### config.mk
export PLATFORM = sky130hd
export DESIGN_NAME = monkey_hit_detector
export DESIGN_NICKNAME = d
export VERILOG_FILES = /design/src/rtl/monkey_hit_detector.sv
export SDC_FILE = /design/constraint.sdc
export NUM_CORES = 1
export LEC_CHECK = 0
export ABC_AREA = 1
export ABC_CLOCK_PERIOD_IN_PS = 1600
export BUFFER_PORTS_ARGS = -buffer_cell sky130_fd_sc_hd__buf_2
export CAP_MARGIN = 40
export CORE_MARGIN = 3
export CORE_UTILIZATION = 30
export DETAILED_ROUTE_END_ITERATION = 10
export SLEW_MARGIN = 25
export SYNTH_ARGS = -nofsm -noshare
export SYNTH_HDL_FRONTEND = slang
export SYNTH_SLANG_ARGS = --single-unit
### constraint.sdc
create_clock -name clk -period 1.6 [get_ports clk]
set_input_delay 0.32 -clock clk [delete_from_list [all_inputs] [get_ports clk]]
set_output_delay 0.32 -clock clk [all_outputs]
set_load 0.005 [all_outputs]
### src/rtl/monkey_hit_detector.sv
// Per-frame monkey/player collision debouncer and monkey-edge border summary.
// Define MONKEY_HIT_COUNT_EN to compile in the saturating hitCount counter.
module monkey_hit_detector #(
  parameter int MIN_OVERLAP_PIXELS = 4
) (
  input  logic       clk,
  input  logic       resetN,
  input  logic       startOfFrame,
  input  logic       monkeyDrawingRequest,
  input  logic [3:0] monkeyHitEdgeCode,
  input  logic       playerDrawingRequest,
  input  logic       borderDrawingRequest,
  output logic       collisionPlayer,
  output logic [3:0] borderEdgeMask,
  output logic       borderHitValid,
  output logic [7:0] hitCount
);

  typedef enum logic [1:0] {WAIT_SOF, ARMED, FIRED} state_t;

  localparam logic [7:0] MIN_CNT = 8'(MIN_OVERLAP_PIXELS);

  state_t     state_q;
  logic [7:0] overlap_cnt_q;
  logic [3:0] edge_acc_q;
  logic [3:0] border_mask_q;
  logic       border_vld_q;
  logic       coll_q;
  logic       player_overlap;
  logic       border_overlap;
  logic       fire_d;

  assign player_overlap = monkeyDrawingRequest & playerDrawingRequest;
  assign border_overlap = monkeyDrawingRequest & borderDrawingRequest;

  // A frame start restarts the count, so only a single-pixel threshold can fire on it.
  always_comb begin
    fire_d = 1'b0;
    if (state_q != WAIT_SOF && player_overlap) begin
      if (startOfFrame)
        fire_d = (MIN_CNT == 8'd1);
      else if (state_q == ARMED)
        fire_d = (overlap_cnt_q + 8'd1 >= MIN_CNT);
    end
  end

  always_ff @(posedge clk or negedge resetN) begin
    if (!resetN) begin
      state_q       <= WAIT_SOF;
      overlap_cnt_q <= 8'd0;
      edge_acc_q    <= 4'h0;
      border_mask_q <= 4'h0;
      border_vld_q  <= 1'b0;
      coll_q        <= 1'b0;
    end else begin
      coll_q       <= fire_d;
      border_vld_q <= 1'b0;
      if (state_q == WAIT_SOF) begin
        if (startOfFrame)
          state_q <= ARMED;
      end else if (startOfFrame) begin
        overlap_cnt_q <= {7'd0, player_overlap};
        border_mask_q <= edge_acc_q;
        border_vld_q  <= |edge_acc_q;
        edge_acc_q    <= border_overlap ? monkeyHitEdgeCode : 4'h0;
        state_q       <= fire_d ? FIRED : ARMED;
      end else begin
        if (border_overlap)
          edge_acc_q <= edge_acc_q | monkeyHitEdgeCode;
        if (state_q == ARMED && player_overlap) begin
          if (fire_d) begin
            overlap_cnt_q <= MIN_CNT;
            state_q       <= FIRED;
          end else begin
            overlap_cnt_q <= overlap_cnt_q + 8'd1;
          end
        end
      end
    end
  end

  assign collisionPlayer = coll_q;
  assign borderEdgeMask  = border_mask_q;
  assign borderHitValid  = border_vld_q;

`ifdef MONKEY_HIT_COUNT_EN
  logic [7:0] hit_cnt_q;
  logic [7:0] hit_cnt_d;

  always_comb begin
    hit_cnt_d = hit_cnt_q;
    if (fire_d && hit_cnt_q != 8'hFF)
      hit_cnt_d = hit_cnt_q + 8'd1;
  end

  always_ff @(posedge clk or negedge resetN) begin
    if (!resetN)
      hit_cnt_q <= 8'h00;
    else
      hit_cnt_q <= hit_cnt_d;
  end

  assign hitCount = hit_cnt_q;
`else
  assign hitCount = 8'h00;
`endif

endmodule
==> metrics.csv <==
metric,value,unit
outcome,"finished, final reports clean",
p_int,0.797,mW
place_congestion,0.775,
holdPathEnd,edge_acc_q[0],
crit_family,simple AND/OR/NAND/NOR gates,
finish.instance_area,1180,sq um
cts_tree,yes,
rows,20,
seq_power_share,0.521,
fillCellCount,329,
dieArea,4100,sq um
area_growth,17.0,%
reg2regPathDepth,10,
synth_area,1010,sq um
clk_pin_slew,0.11,ns
total_power,1.12,mW
vias,825,
root_buffer,clkbuf_4,
nets,154,
clockPowerShare,0.263,
htreeDepth,1,
grt_pass1_vias,814,
routedWlPerCell,10.5,um
arrival,1.68,ns
hold_path_class,in2reg,
leakagePower,0.633,nW
setup_viol,0,
ant_nets,0,
grt_max_degree,21,
hpwl,1530,um
clk_latency,0.30,ns
r2r-start,overlap_cnt_q[0],
core-area,3130,sq um
slew_violations,0,
r2r_slack,0.15,ns
dr_wl_met2,968,um
wl_met3,79,um
p_sw,0.323,mW
ir_worst_vdd,0.491,mV
track_usage,0.101,
antenna_cells,0,
power_density,948,nW/um^2
max_freq,688,MHz
finalNonFillerCells,186,
placed_cells,181,
min_period_over_period,0.908,
hold_path_depth,3,
sw_frac_of_total,0.288,
max_stage_delay,0.40,ns
start_kind,flop,
synthTopCellsByArea,"dfrtp_1 50%, nand2_1 9.7%, inv_1 7.4%, buf_4 5.9%, nor2_1 4.1%",
path_max_fanout,5,
path_depth,10,
reg2reg_to,overlap_cnt_q[0],
io_pins,24,
synth-seq-cells,20,
die_width,64.0,um
drive_gt1_frac,0.254,
min_from,monkeyHitEdgeCode[0],
combPwrFrac,0.216,
io_buffers,15,
drc_errors,0,
drt_iter0_drc,24,
avgViaCountPerCell,4.44,
yosys.area.top_type_share,0.496,
worstPathRequired,1.83,ns
gr-total-overflow,0,
final_hold_viol_count,0,
cap_violations,0,
placed_area,1120,sq um
postCtsSetupBuffers,0,
clock-sinks,20,
numCtsBuffers,3,
drt-met1-wl,857,um
highest_layer,met4,
synth_area_leader_cell,dfrtp_1,
grt_pass1_wl,3340,um
cp-end-kind,flop,
grt_antenna_before_repair,0,
crit_top_cell,nand2_1,
drtPass1Iterations,4,
cp.buffers_inverters,0,
dieHeight,64.0,um
synth.distinct_cells,26,
syn_avg_cell_area,8.34,sq um
post-route-min-period,1.45,ns
ys_seq_area_frac,0.496,
crit_chain,ha_2 -> nand3_2 -> nand2_1 -> nand2_1 -> nand3_1 -> nor2_1 -> nand2_1 -> nand2_4 -> nand3_2 -> a21oi_2,
cts_buffer_depth,2,
worst-setup-path-type,reg2reg,
cp_slowest_cell,dfrtp_1,
yosysWarningCount,0,
rsz0062_at_grt,false,
start_util,0.323,
routed_wl,1950,um
fin_skew,0.00707,ns
tns,0,ns
synth_cells,121,
-- layout by cell type (no fill, tap or decap), drive strengths merged --
| cell type | count |
|---|---|
| a21oi | 2 |
| a31oi | 1 |
| buf | 18 |
| clkbuf | 4 |
| conb | 8 |
| dfrtp | 20 |
| dlygate4sd3 | 1 |
| ha | 1 |
| inv | 21 |
| nand2 | 28 |
| nand3 | 7 |
| nand3b | 1 |
| nand4 | 2 |
| nor2 | 14 |
| nor3 | 1 |
| nor4 | 1 |
| o21ai | 6 |
| o22ai | 4 |
| o41ai | 1 |
| xnor2 | 1 |
-- flip-flops by register name, summed over array words and instances (netlist names) --
signal / flops
borderEdgeMask: 4
borderHitValid: 1
collisionPlayer: 1
edge_acc_q: 4
overlap_cnt_q: 8
state_q: 2
-- worst max path at each step --
stage / startpoint / endpoint
floorplan: overlap_cnt_q[0] / overlap_cnt_q[0]
global placement: overlap_cnt_q[0] / overlap_cnt_q[0]
detailed placement: overlap_cnt_q[0] / overlap_cnt_q[0]
CTS: overlap_cnt_q[0] / overlap_cnt_q[0]
global route: overlap_cnt_q[0] / overlap_cnt_q[0]
finish: overlap_cnt_q[0] / overlap_cnt_q[0]
-- cells by family (layout without fill, tap and decap cells) --
logic type                 Yosys count  count (layout)  share of synthesized area
and+or+nand+nor                     54              54                      0.244
buffers and inverters               30              44                      0.149
DFF                                 20              20                      0.496
adders and majority gates            1               1                     0.0124
xor gates and xnor gates             1               1                    0.00868
other                                1               8                    0.00371
AOI/OAI and AO/OA                   14              14                     0.0867
-- power by group through the flow --
stage / clock, mW / sequential (mW) / combinational [mW]
floorplan: 0 / 0.599 / 0.143
global placement: 0 / 0.590 / 0.226
detailed placement: 0 / 0.593 / 0.232
CTS: 0.303 / 0.583 / 0.236
global route: 0.321 / 0.592 / 0.271
finish: 0.294 / 0.584 / 0.242
-- worst register-to-register path: stages, from the launching register on --
cell and delay [ns]:
dfrtp_1 0.40, ha_2 0.21, nand3_2 0.09, nand2_1 0.05, nand2_1 0.06, nand3_1 0.07, nor2_1 0.12, nand2_1 0.10
nand2_4 0.10, nand3_2 0.07, a21oi_2 0.11
-- metal layers --
layer	vias up	GRT usage
met4	0	0.0458
met3	4	0.0211
met1	394	0.113
li1	405	-
met2	22	0.183
met5	-	0
-- cells in the mapped netlist --
| library cell | instances |
|---|---|
| nor2_2 | 3 |
| xnor2_1 | 1 |
| inv_1 | 20 |
| nand4_1 | 2 |
| nand3b_1 | 1 |
| nand2_1 | 26 |
| a21oi_1 | 1 |
| nor2_1 | 11 |
| ha_1 | 1 |
| inv_2 | 1 |
| nand2_2 | 2 |
| o21ai_1 | 1 |
| conb_1 | 1 |
| o21ai_0 | 4 |
| o41ai_1 | 1 |
| nand3_1 | 5 |
| buf_6 | 1 |
| a21oi_2 | 1 |
| o21ai_2 | 1 |
| nor4_1 | 1 |
| nor3_1 | 1 |
| a31oi_1 | 1 |
| dfrtp_1 | 20 |
| o22ai_1 | 4 |
| nand3_2 | 2 |
| buf_4 | 8 |
-- area by class of cell --
type | count | area, sq um | share of cell area
Multi-Input combinational cell | 78 | 402 | 0.340
Sequential cell | 20 | 502 | 0.425
Clock buffer | 4 | 36.3 | 0.0307
Inverter | 21 | 78.8 | 0.0667
Tap cell | 44 | 55.1 | 0.0466
Timing Repair Buffer | 19 | 108 | 0.0911
-- repair_timing --
item	in CTS	in global routing
resized for setup	0	5
endpoints found under the hold margin	20	0
setup endpoints to repair	0	5
hold buffers	1	0
-- stage by stage --
step                setup slack (ns)  utilization  hold slack, ns
floorplan                      0.181            -          0.0244
global placement               0.182        0.357           0.294
detailed placement             0.109        0.357           0.293
CTS                           0.0570        0.372           0.244
global route                  0.0120        0.378           0.247
finish                         0.147        0.378           0.255
Note: power is estimated with default switching activity, not from simulation.
